==> src/rtl/rvvi_depacketizer_if.sv <==
// rtl/rvvi_depacketizer_if.sv - rx stream and decoded-record handshake bundle for rvvi_depacketizer
//
// Purpose: groups the 32-bit rx AXI-stream from the MAC FIFO with the decoded RVVI
// record valid/ready channel, so the depacketizer and its environment share one bundle.
//
// Signals:
//   s_axis_tdata   [31:0]          rx beat data, byte 0 in [7:0]
//   s_axis_tkeep   [3:0]           rx byte enables
//   s_axis_tvalid                  rx beat valid
//   s_axis_tready                  rx beat accept (driven by the depacketizer)
//   s_axis_tlast                   last beat of frame
//   RvviValid                      decoded record valid (driven by the depacketizer)
//   RvviReady                      consumer accept
//   Rvvi           [RVVI_WIDTH-1:0] decoded record (driven by the depacketizer)
//
// Modports:
//   slave  - depacketizer side: sinks the stream, sources the record
//   master - environment side: sources the stream, sinks the record

interface rvvi_depacketizer_if #(
  parameter int RVVI_WIDTH = 632
);
  logic [31:0]           s_axis_tdata;
  logic [3:0]            s_axis_tkeep;
  logic                  s_axis_tvalid;
  logic                  s_axis_tready;
  logic                  s_axis_tlast;
  logic                  RvviValid;
  logic                  RvviReady;
  logic [RVVI_WIDTH-1:0] Rvvi;

  modport slave (
    input  s_axis_tdata,
    input  s_axis_tkeep,
    input  s_axis_tvalid,
    output s_axis_tready,
    input  s_axis_tlast,
    output RvviValid,
    input  RvviReady,
    output Rvvi
  );

  modport master (
    output s_axis_tdata,
    output s_axis_tkeep,
    output s_axis_tvalid,
    input  s_axis_tready,
    output s_axis_tlast,
    input  RvviValid,
    output RvviReady,
    input  Rvvi
  );
endinterface

==> src/rtl/rvvi_depacketizer.sv <==
// rtl/rvvi_depacketizer.sv - decodes RVVI trace Ethernet frames back into RVVI records
//
// Purpose: receive-side counterpart of the RVVI trace packetizer. Parses a 4-beat
// header (dst MAC, src MAC, EtherType, frame count) followed by PAYLOAD_WORDS payload
// beats, and presents one decoded record per good frame on a valid/ready channel.
// Frames with a wrong header or wrong length are dropped and counted.
//
// Ports:
//   m_axi_aclk      clock
//   m_axi_aresetn   asynchronous active-low reset
//   bus             rvvi_depacketizer_if.slave: rx stream in, decoded record out
//   DstMac  [47:0]  expected destination MAC (static config)
//   EthType [15:0]  expected EtherType (static config)
//   FrameCount      sequence number of the record on Rvvi
//   FrameGap        one-cycle pulse, coincident with the first RvviValid cycle, when
//                   the record's count is not previous delivered count + 1
//   BadFrame        one-cycle pulse per dropped frame
//   GoodCount       frames delivered (wraps)
//   DropCount       frames dropped (wraps)

module rvvi_depacketizer #(
  parameter  int RVVI_WIDTH        = 632,
  parameter  int FRAME_COUNT_WIDTH = 16,
  localparam int PAYLOAD_WORDS     = (RVVI_WIDTH + 31) / 32
) (
  input  logic                         m_axi_aclk,
  input  logic                         m_axi_aresetn,
  rvvi_depacketizer_if.slave           bus,
  input  logic [47:0]                  DstMac,
  input  logic [15:0]                  EthType,
  output logic [FRAME_COUNT_WIDTH-1:0] FrameCount,
  output logic                         FrameGap,
  output logic                         BadFrame,
  output logic [31:0]                  GoodCount,
  output logic [31:0]                  DropCount
);

  // Bits of the record carried by the final payload beat; the rest of that beat is padding.
  localparam int LAST_BITS = RVVI_WIDTH - 32 * (PAYLOAD_WORDS - 1);
  // One counter walks both the header (0..3) and the payload (0..PAYLOAD_WORDS-1).
  localparam int CNT_W = (PAYLOAD_WORDS > 4) ? $clog2(PAYLOAD_WORDS) : 2;
  localparam logic [CNT_W-1:0] HDR_LAST = CNT_W'(3);
  localparam logic [CNT_W-1:0] PAY_LAST = CNT_W'(PAYLOAD_WORDS - 1);

  typedef enum logic [1:0] {
    HDR,
    PAY,
    DROP,
    HOLD
  } state_t;

  state_t                       state;
  state_t                       stateNext;
  logic [CNT_W-1:0]             beatCnt;
  logic [CNT_W-1:0]             cntNext;

  logic                         readyEn;
  logic                         accept;
  logic                         hdrMatch;
  logic                         dropNow;
  logic                         holdNow;
  logic                         deliverNow;

  logic [31:0]                  macLo;
  logic [15:0]                  macHi;
  logic [FRAME_COUNT_WIDTH-1:0] rxCount;
  logic [FRAME_COUNT_WIDTH-1:0] prevCount;
  logic [FRAME_COUNT_WIDTH-1:0] expectCount;
  logic                         havePrev;
  logic [RVVI_WIDTH-1:0]        record;

  // readyEn holds tready low through reset and rises on the first clock after release.
  assign bus.s_axis_tready = readyEn && (state != HOLD);
  assign bus.RvviValid     = (state == HOLD);
  assign bus.Rvvi          = record;

  assign accept      = bus.s_axis_tvalid && bus.s_axis_tready;
  assign expectCount = prevCount + 1'b1;

  // Evaluated at the beat-3 accept: dst MAC comes from beats 0/1, EtherType is live on beat 3.
  assign hdrMatch = ({macHi, macLo} == DstMac) && (bus.s_axis_tdata[15:0] == EthType);

  always_ff @(posedge m_axi_aclk or negedge m_axi_aresetn) begin
    if (!m_axi_aresetn) begin
      state   <= HDR;
      beatCnt <= '0;
    end else begin
      state   <= stateNext;
      beatCnt <= cntNext;
    end
  end

  always_comb begin
    stateNext  = state;
    cntNext    = beatCnt;
    dropNow    = 1'b0;
    holdNow    = 1'b0;
    deliverNow = 1'b0;

    case (state)
      HDR: begin
        if (accept) begin
          if (bus.s_axis_tlast) begin
            // Runt frame ending inside the header: discard and resync on the next beat.
            dropNow = 1'b1;
            cntNext = '0;
          end else if (beatCnt == HDR_LAST) begin
            cntNext = '0;
            if (hdrMatch) begin
              stateNext = PAY;
            end else begin
              stateNext = DROP;
              dropNow   = 1'b1;
            end
          end else begin
            cntNext = beatCnt + 1'b1;
          end
        end
      end

      PAY: begin
        if (accept) begin
          if (beatCnt == PAY_LAST) begin
            // tkeep on the final beat is irrelevant: only the low LAST_BITS are used.
            cntNext = '0;
            if (bus.s_axis_tlast) begin
              stateNext = HOLD;
              holdNow   = 1'b1;
            end else begin
              stateNext = DROP;
              dropNow   = 1'b1;
            end
          end else if (bus.s_axis_tlast || (bus.s_axis_tkeep != 4'hF)) begin
            // Short frame goes straight back to header; a partial beat mid-frame drains first.
            cntNext   = '0;
            dropNow   = 1'b1;
            stateNext = bus.s_axis_tlast ? HDR : DROP;
          end else begin
            cntNext = beatCnt + 1'b1;
          end
        end
      end

      DROP: begin
        if (accept && bus.s_axis_tlast) begin
          stateNext = HDR;
          cntNext   = '0;
        end
      end

      HOLD: begin
        if (bus.RvviReady) begin
          stateNext  = HDR;
          deliverNow = 1'b1;
        end
      end

      default: begin
        stateNext = HDR;
        cntNext   = '0;
      end
    endcase
  end

  always_ff @(posedge m_axi_aclk or negedge m_axi_aresetn) begin
    if (!m_axi_aresetn) begin
      readyEn    <= 1'b0;
      macLo      <= '0;
      macHi      <= '0;
      rxCount    <= '0;
      prevCount  <= '0;
      havePrev   <= 1'b0;
      record     <= '0;
      FrameCount <= '0;
      FrameGap   <= 1'b0;
      BadFrame   <= 1'b0;
      GoodCount  <= '0;
      DropCount  <= '0;
    end else begin
      readyEn  <= 1'b1;
      BadFrame <= dropNow;
      // The first record after reset has no predecessor to compare against.
      FrameGap <= holdNow && havePrev && (rxCount != expectCount);

      if (dropNow) begin
        DropCount <= DropCount + 1'b1;
      end
      if (deliverNow) begin
        GoodCount <= GoodCount + 1'b1;
      end

      if (accept && (state == HDR)) begin
        if (beatCnt == CNT_W'(0)) begin
          macLo <= bus.s_axis_tdata;
        end
        if (beatCnt == CNT_W'(1)) begin
          macHi <= bus.s_axis_tdata[15:0];
        end
        if (beatCnt == HDR_LAST) begin
          rxCount <= bus.s_axis_tdata[16 +: FRAME_COUNT_WIDTH];
        end
      end

      if (accept && (state == PAY)) begin
        for (int j = 0; j < PAYLOAD_WORDS - 1; j++) begin
          if (beatCnt == CNT_W'(j)) begin
            record[32*j +: 32] <= bus.s_axis_tdata;
          end
        end
        if (beatCnt == PAY_LAST) begin
          record[RVVI_WIDTH-1 -: LAST_BITS] <= bus.s_axis_tdata[LAST_BITS-1:0];
        end
      end

      // Only frames that reach HOLD advance the expected sequence; drops leave it alone.
      if (holdNow) begin
        FrameCount <= rxCount;
        prevCount  <= rxCount;
        havePrev   <= 1'b1;
      end
    end
  end

endmodule

==> src/flat_wrapper.sv <==
// flat-port wrapper written by rule: the top's interface ports become plain ports
module rvvi_depacketizer_flat 
#(
  parameter  int RVVI_WIDTH        = 632,
  parameter  int FRAME_COUNT_WIDTH = 16,
  localparam int PAYLOAD_WORDS     = (RVVI_WIDTH + 31) / 32
)
  (m_axi_aclk, m_axi_aresetn, DstMac, EthType, FrameCount, FrameGap, BadFrame, GoodCount, DropCount, bus_s_axis_tdata, bus_s_axis_tkeep, bus_s_axis_tvalid, bus_s_axis_tready, bus_s_axis_tlast, bus_RvviValid, bus_RvviReady, bus_Rvvi);
  rvvi_depacketizer_if #(.RVVI_WIDTH(RVVI_WIDTH)) bus_i ();
  input  logic m_axi_aclk;
  input  logic m_axi_aresetn;
  input  logic [47:0] DstMac;
  input  logic [15:0] EthType;
  output logic [FRAME_COUNT_WIDTH-1:0] FrameCount;
  output logic FrameGap;
  output logic BadFrame;
  output logic [31:0] GoodCount;
  output logic [31:0] DropCount;
  input wire logic [$bits(bus_i.s_axis_tdata)-1:0] bus_s_axis_tdata;
  input wire logic [$bits(bus_i.s_axis_tkeep)-1:0] bus_s_axis_tkeep;
  input wire logic [$bits(bus_i.s_axis_tvalid)-1:0] bus_s_axis_tvalid;
  output wire logic [$bits(bus_i.s_axis_tready)-1:0] bus_s_axis_tready;
  input wire logic [$bits(bus_i.s_axis_tlast)-1:0] bus_s_axis_tlast;
  output wire logic [$bits(bus_i.RvviValid)-1:0] bus_RvviValid;
  input wire logic [$bits(bus_i.RvviReady)-1:0] bus_RvviReady;
  output wire logic [$bits(bus_i.Rvvi)-1:0] bus_Rvvi;
  assign bus_i.s_axis_tdata = bus_s_axis_tdata;
  assign bus_i.s_axis_tkeep = bus_s_axis_tkeep;
  assign bus_i.s_axis_tvalid = bus_s_axis_tvalid;
  assign bus_s_axis_tready = bus_i.s_axis_tready;
  assign bus_i.s_axis_tlast = bus_s_axis_tlast;
  assign bus_RvviValid = bus_i.RvviValid;
  assign bus_i.RvviReady = bus_RvviReady;
  assign bus_Rvvi = bus_i.Rvvi;
  rvvi_depacketizer #(.RVVI_WIDTH(RVVI_WIDTH), .FRAME_COUNT_WIDTH(FRAME_COUNT_WIDTH)) u_core (.m_axi_aclk(m_axi_aclk), .m_axi_aresetn(m_axi_aresetn), .bus(bus_i), .DstMac(DstMac), .EthType(EthType), .FrameCount(FrameCount), .FrameGap(FrameGap), .BadFrame(BadFrame), .GoodCount(GoodCount), .DropCount(DropCount));
endmodule
==> config.mk <==
export PLATFORM = sky130hd
export DESIGN_NAME = rvvi_depacketizer_flat
export DESIGN_NICKNAME = d
export VERILOG_FILES = /design/src/rtl/rvvi_depacketizer_if.sv /design/src/rtl/rvvi_depacketizer.sv /design/src/flat_wrapper.sv
export SDC_FILE = /design/constraint.sdc
export NUM_CORES = 1
export LEC_CHECK = 0
export CAP_MARGIN = 25
export CELL_PAD_IN_SITES_DETAIL_PLACEMENT = 1
export CELL_PAD_IN_SITES_GLOBAL_PLACEMENT = 1
export CORE_AREA = 2 2 319 321
export DETAILED_ROUTE_END_ITERATION = 10
export DIE_AREA = 0 0 321 323
export PLACE_DENSITY = 0.64
export SLEW_MARGIN = 20
export SYNTH_ARGS = -nofsm -noshare
export SYNTH_HDL_FRONTEND = slang
export SYNTH_SLANG_ARGS = --single-unit
==> constraint.sdc <==
create_clock -name m_axi_aclk -period 2.6 [get_ports m_axi_aclk]
set_clock_uncertainty 0.05 [all_clocks]
set_input_delay 0.52 -clock m_axi_aclk [delete_from_list [all_inputs] [get_ports m_axi_aclk]]
set_output_delay 0.52 -clock m_axi_aclk [all_outputs]
set_load 0.02 [all_outputs]
Word level (Yosys, flattened, before mapping)
Index checks and enable logic that the tools add are counted.

storage, ports and cells
  register bits = 787
  latch bits = 0
  memory bits (writable) = 0
  bits in read-only memories = 0
  output and inout port bits = 716
  word-level logic and storage cells = 142
  memories = 0

cells by class
  add/subtract/negate cells = 4
  multipliers = 0
  divide/modulo/power cells = 0
  magnitude comparators = 0
  equality and inequality tests = 34
  shifts and indexed selects = 0
  multiplexer cells = 35
  bitwise operators = 0
  reduce and logical (&&, ||, !) cells = 37

operator list
  operator                 count
  $add A32 B1 Y32 const B  2
  $eq A48 B48 Y1           1
  $reduce_and A2 Y1        23
  $eq A5 B4 Y1 const B     8
  $mux W5                  7
  $eq A5 B3 Y1 const B     4
  $eq A5 B5 Y1 const B     4
  $mux W2                  10
  $add A16 B1 Y16 const B  1
  $eq A16 B16 Y1           1
  $ne A16 B16 Y1           1
  $mux W1                  15
  $pmux W5 S3              1
  $eq A5 B2 Y1 const B     2
  $ne A2 B1 Y1 const B     5
  $logic_and A1 B1 Y1      8
  $pmux W2 S4              1
  $reduce_and A7 Y1        1
  $add A5 B1 Y5 const B    1
  $eq A5 B1 Y1 const B     1
  $logic_not A5 Y1         1
  $eq A2 B2 Y1 const B     2
  $ne A2 B2 Y1 const B     2
  $ne A4 B4 Y1 const B     1
  7 further kinds          7

Longest topological paths before layout
  word-level depth = 7
  gate-level depth with buffers = 10
  gate-level depth less buffers = 9

Least setup slack after synthesis
OpenSTA, ideal clock, no wires.

  kind = flip-flop to flip-flop
  start point = reg u_core.state[0]
  end point = reg u_core.record[257], in the netlist u_core.bus.Rvvi[257]
  arrival = 2.231 ns
  setup slack = 0.194 ns
  cell stages (with the launch flop) = 9
  buffers on the path = 2
  clock period less this slack = 2.406 ns
  cells stage by stage = dfrtp_1 ha_1 and3b_1 and2_1 buf_2 nand3b_1 nor2_1 buf_2 mux2_2

on the way
  word-level cells in the longest chain between the ends = 5
  elaborated cells on any way between the ends = 6

RTL lines
  item                             line                      text
  from (decl)                      rvvi_depacketizer.sv:52   state_t state;
  from (signal assigned)           rvvi_depacketizer.sv:88   state <= stateNext;
  $ne A2 B2 Y1                     rvvi_depacketizer.sv:73   assign bus.s_axis_tready = readyEn && (state != HOLD);
  $logic_and A1 B1 Y1              rvvi_depacketizer.sv:73
  $logic_and A1 B1 Y1              rvvi_depacketizer.sv:77   assign accept = bus.s_axis_tvalid && bus.s_axis_tready;
  $logic_and A1 B1 Y1 *            rvvi_depacketizer.sv:204  if (accept && (state == PAY)) begin
  $reduce_and A2 Y1 (no line) *    n/a
  to (signal, indexed assignment)  rvvi_depacketizer.sv:207  record[32*j +: 32] <= bus.s_axis_tdata;
  to (signal, indexed assignment)  rvvi_depacketizer.sv:211  record[RVVI_WIDTH-1 -: LAST_BITS] <= bus.s_axis_tdata[LAST_BITS-1:0];
  to (decl)                        rvvi_depacketizer.sv:70   logic [RVVI_WIDTH-1:0] record;

Every way passes the cells marked *; elsewhere a longest branch is shown, timed or not.
A chain may end at the register's enable or synchronous reset.

Final worst setup path
  start point = reg u_core.macHi[4]
  end point = reg u_core.DropCount[23]

on the way
  word-level cells in the longest chain between the ends = 7

RTL lines
  item                    line                      text
  from (decl)             rvvi_depacketizer.sv:65   logic [15:0] macHi;
  from (signal assigned)  rvvi_depacketizer.sv:197  macHi <= bus.s_axis_tdata[15:0];
  $eq A48 B48 Y1          rvvi_depacketizer.sv:81   assign hdrMatch = ({macHi, macLo} == DstMac) && (bus.s_axis_tdata[15:0] == EthType);
  $logic_and A1 B1 Y1     rvvi_depacketizer.sv:81
  $mux W1                 rvvi_depacketizer.sv:109  if (hdrMatch) begin
  $mux W1                 rvvi_depacketizer.sv:107  end else if (beatCnt == HDR_LAST) begin
  $mux W1                 rvvi_depacketizer.sv:103  if (bus.s_axis_tlast) begin
  $mux W1                 rvvi_depacketizer.sv:102  if (accept) begin
  $pmux W1 S2             rvvi_depacketizer.sv:100  case (state)
  to (signal assigned)    rvvi_depacketizer.sv:186  DropCount <= DropCount + 1'b1;
  to (decl)               rvvi_depacketizer.sv:35   output logic [31:0] DropCount

No other way between the ends.

==> summary.txt <==
Pwr
  – Pint: between 20 and 30 mW
  – Tot Pwr: roughly 35 mW
  – Max VDD drop: approximately 0.42 mV
  – Combinational group share of total power: 0.204
  – Reg power frac: 0.416
  – LEAKAGE: between 20 and 25 nW
  – Pwr per Cell Area: approximately 770 mW/mm^2
  – Sw Pwr: between 10 and 15 mW
  – Net Sw Frac: 0.2877
  – Clk network pwr share: 0.381

Floorplanning
  – Num rows: 117
  – Chip height: 323 um
  – Initial Util: 0.3119
  – Die X: between 300 and 400 um
  – Core Footprint: just over 0.1 mm^2
  – Die area: between 0.1 and 0.15 mm^2
  – IO Pins: 821

Synthesis
  – Ys flop type: dfrtp_1
  – Sequential area share after synthesis: 0.6269
  – Top-count cell post-synth: dfrtp_1
  – #FFs+latches synth: approximately 790
  – Ys Warns: 0
  – Cell variety after synth: 48
  – FFs w/ async S/R, synth: 1.000
  – Syn avg cell area: between 15 and 20 um^2
  – Biggest area consumer among synthesized cells: dfrtp_1
  – Syn Inst Count: 2091
  – Main area contributors after synthesis: dfrtp_1 (63%), mux2_2 (26%), xnor2_1 (2.9%)
  – Syn Std Cell Area: roughly 0.031 mm^2
  – Synth Net Count: 2208
  – Top cell type's share of synthesized area: 0.6269
  – Top cells by count, synth: dfrtp_1 (787), mux2_2 (713), xnor2_1 (105)
  – EDFF count, synth: 0

Place
  – DP HPWL: 88660 um
  – Placed cell area: 0.04246 mm^2
  – GPL Wtd Cong: between 0.8 and 0.9
  – Buffers added on ports: ~800

CTS
  – # clock sinks: approximately 790
  – CTS root buffer: clkbuf_16
  – Clock buffer depth: 3
  – Clk slew on worst S/H paths: about 0.060 ns
  – H-tree depth: 3
  – Clk Latency, worst-skew pair: around 0.68 ns
  – CTS tree: done
  – CTS Buf Count: around 90

Global routing
  – GR Overflow Total: 0
  – Total Routing Usage GR: 0.2368
  – First-pass GRT wire length: approximately 180000 um
  – Vias in the first global route: 23720
  – Initial antenna violation count: 9
  – Largest net degree at the start of global routing: between 90 and 100

Detailed routing
  – Initial DRC Count: between 800 and 900
  – Vias per cell: just under 5
  – WL final: about 130000 um
  – Via Count: approximately 21000
  – Initial DRT Pass Iterations: 5
  – Final ANT Viol Nets: 0
  – DRC Markers: 0
  – WL/cell: 28.45 um

STA
  – RSZ-0062 raised after global routing: false
  – Total Neg Setup Slack: 0 ns
  – Minimum clock period: ~2.5 ns
  – Max Clk Rate: 399.2 MHz
  – Slew at the pin closest to its max-slew limit: a little under 0.9 ns
  – Relative slew slack: 0.4168
  – Final setup fails: 0
  – Hold Fails Final Rpt: 0
  – Period utilization: 0.9636
  – Final Max Slew Viols: 0

Critical path
  – FF-to-FF Start: u_core.macHi[4]$_DFFE_PN0P_
  – Crit path max fanout: 14
  – Worst EP arrival: ~3 ns
  – Critical Path RT: a little over 3 ns
  – Setup crit end kind: flip-flop
  – R2R cell count: 10
  – CP startpoint: u_core.macHi[4]$_DFFE_PN0P_
  – Startpoint type of the worst setup path: flip-flop
  – Setup CP Type: flip-flop to flip-flop

Job
  – Max-cap viol count: 0

Status
  – Status: finished clean

Final layout
  – Post-route cell area: 0.04575 mm^2
  – Filler Cells Inserted: roughly 10000
  – Layout cells sized above 1: 0.3485
  – Util after Layout: 0.4542
  – Area growth, synth to finish: 45.63%
  – Fin nets: about 3100

Min path
  – Worst Hold Class: input port to async pin
what timing repair did:
item,CTS,global route
resized for setup,7,14
buffers inserted,1,0
cloned,0,2
endpoints found under the setup margin,265,98
endpoints found under the hold margin,30,0
pin swaps,1,4
hold buffers,1,0
layout make-up:
type | count | area [um^2] | share of cell area
tap | 1309 | 1638 | 0.03580
sequential | 787 | 19690 | 0.4305
multi-input combinational | 1148 | 11250 | 0.2460
timing repair buffer | 972 | 9972 | 0.2180
antenna | 5 | 12.51 | 0.0002735
clock buffer | 129 | 2661 | 0.05818
clock inverter | 39 | 460.4 | 0.01007
inverter | 15 | 56.30 | 0.001231
final timing paths:
kind	to	slack (ns)
worst max-delay path	u_core.DropCount[23]$_DFFE_PN0P_	0.09
min in group m_axi_aclk	u_core.havePrev$_DFFE_PN0P_	0.43
worst min-delay path	u_core.bus.Rvvi[517]$_DFFE_PN0P_	0.36
max in group asynchronous	u_core.bus.Rvvi[227]$_DFFE_PN0P_	1.13
worst min register to register	u_core.havePrev$_DFFE_PN0P_	0.43
worst max register to register	u_core.DropCount[23]$_DFFE_PN0P_	0.09
critical path: stages (launching register included):
cell     delay [ns]
dfrtp_1        0.43
xnor2_1        0.19
nand4_1        0.18
nor4_4         0.38
buf_4          0.20
nand4_1        0.17
buf_4          0.20
a31oi_2        0.17
buf_12         0.18
nor3b_2        0.06
xor2_1         0.16
kinds of logic after synthesis:
kind of cell	count (synthesis)	synth area share
flip-flops	787	0.6269
multiplexers	720	0.2578
AND/OR/NAND/NOR	233	0.04170
buffers and inverters	156	0.02131
XOR/XNOR	145	0.04043
AO/OA/AOI/OAI	37	0.006891
adder cells (fa/ha/maj)	12	0.004780
other	1	0.0001194
cells in the final DEF, fill, tap and decap left out, types with 21 or more instances in the layout:
cell type,n
clkbuf_8,22
nand2_1,48
buf_4,100
nand4_1,32
nor2_1,37
clkbuf_16,94
buf_12,49
nand3_1,22
clkdlybuf4s50_1,811
xnor2_1,102
xor2_1,40
clkinv_2,21
mux2_2,713
dfrtp_1,787
power by group through the flow:
stage          clock network (mW)  registers (mW)  logic [mW]
6_report                     13.4            14.6        7.17
5_1_grt                      14.2            14.8        7.60
3_5_place_dp                    0            14.8        7.20
4_1_cts                      13.7            14.6        7.24
2_1_floorplan                   0            15.6        2.33
3_3_place_gp                    0            14.7        7.05
through the flow:
step                hold slack (ns)  setup slack, ns  cells
floorplan                    0.1744           0.1945   2091
global placement             0.3781           -1.017   4227
detailed placement           0.3918           -1.014   4227
CTS                          0.3437          0.01912   4397
global route                 0.3684         0.001301   4403
finish                       0.3634          0.09477   4404
routing by layer:
| layer | GRT usage | vias up | part of all wire |
|---|---|---|---|
| met5 | 0 | - | 0.00022 |
| met4 | 0.09367 | 4 | 0.037 |
| met3 | 0.06655 | 182 | 0.065 |
| met2 | 0.4152 | 628 | 0.51 |
| met1 | 0.2730 | 11400 | 0.39 |
| li1 | - | 9133 | - |
flip-flops by register name (all words and copies together), names as in the netlist, 2 cells and up:
name	count
u_core.DropCount	32
u_core.beatCnt	5
u_core.bus.Rvvi	632
u_core.FrameCount	16
u_core.GoodCount	32
u_core.macLo	32
u_core.rxCount	16
u_core.state	2
u_core.macHi	16
(Power assumes the default switching activity.)
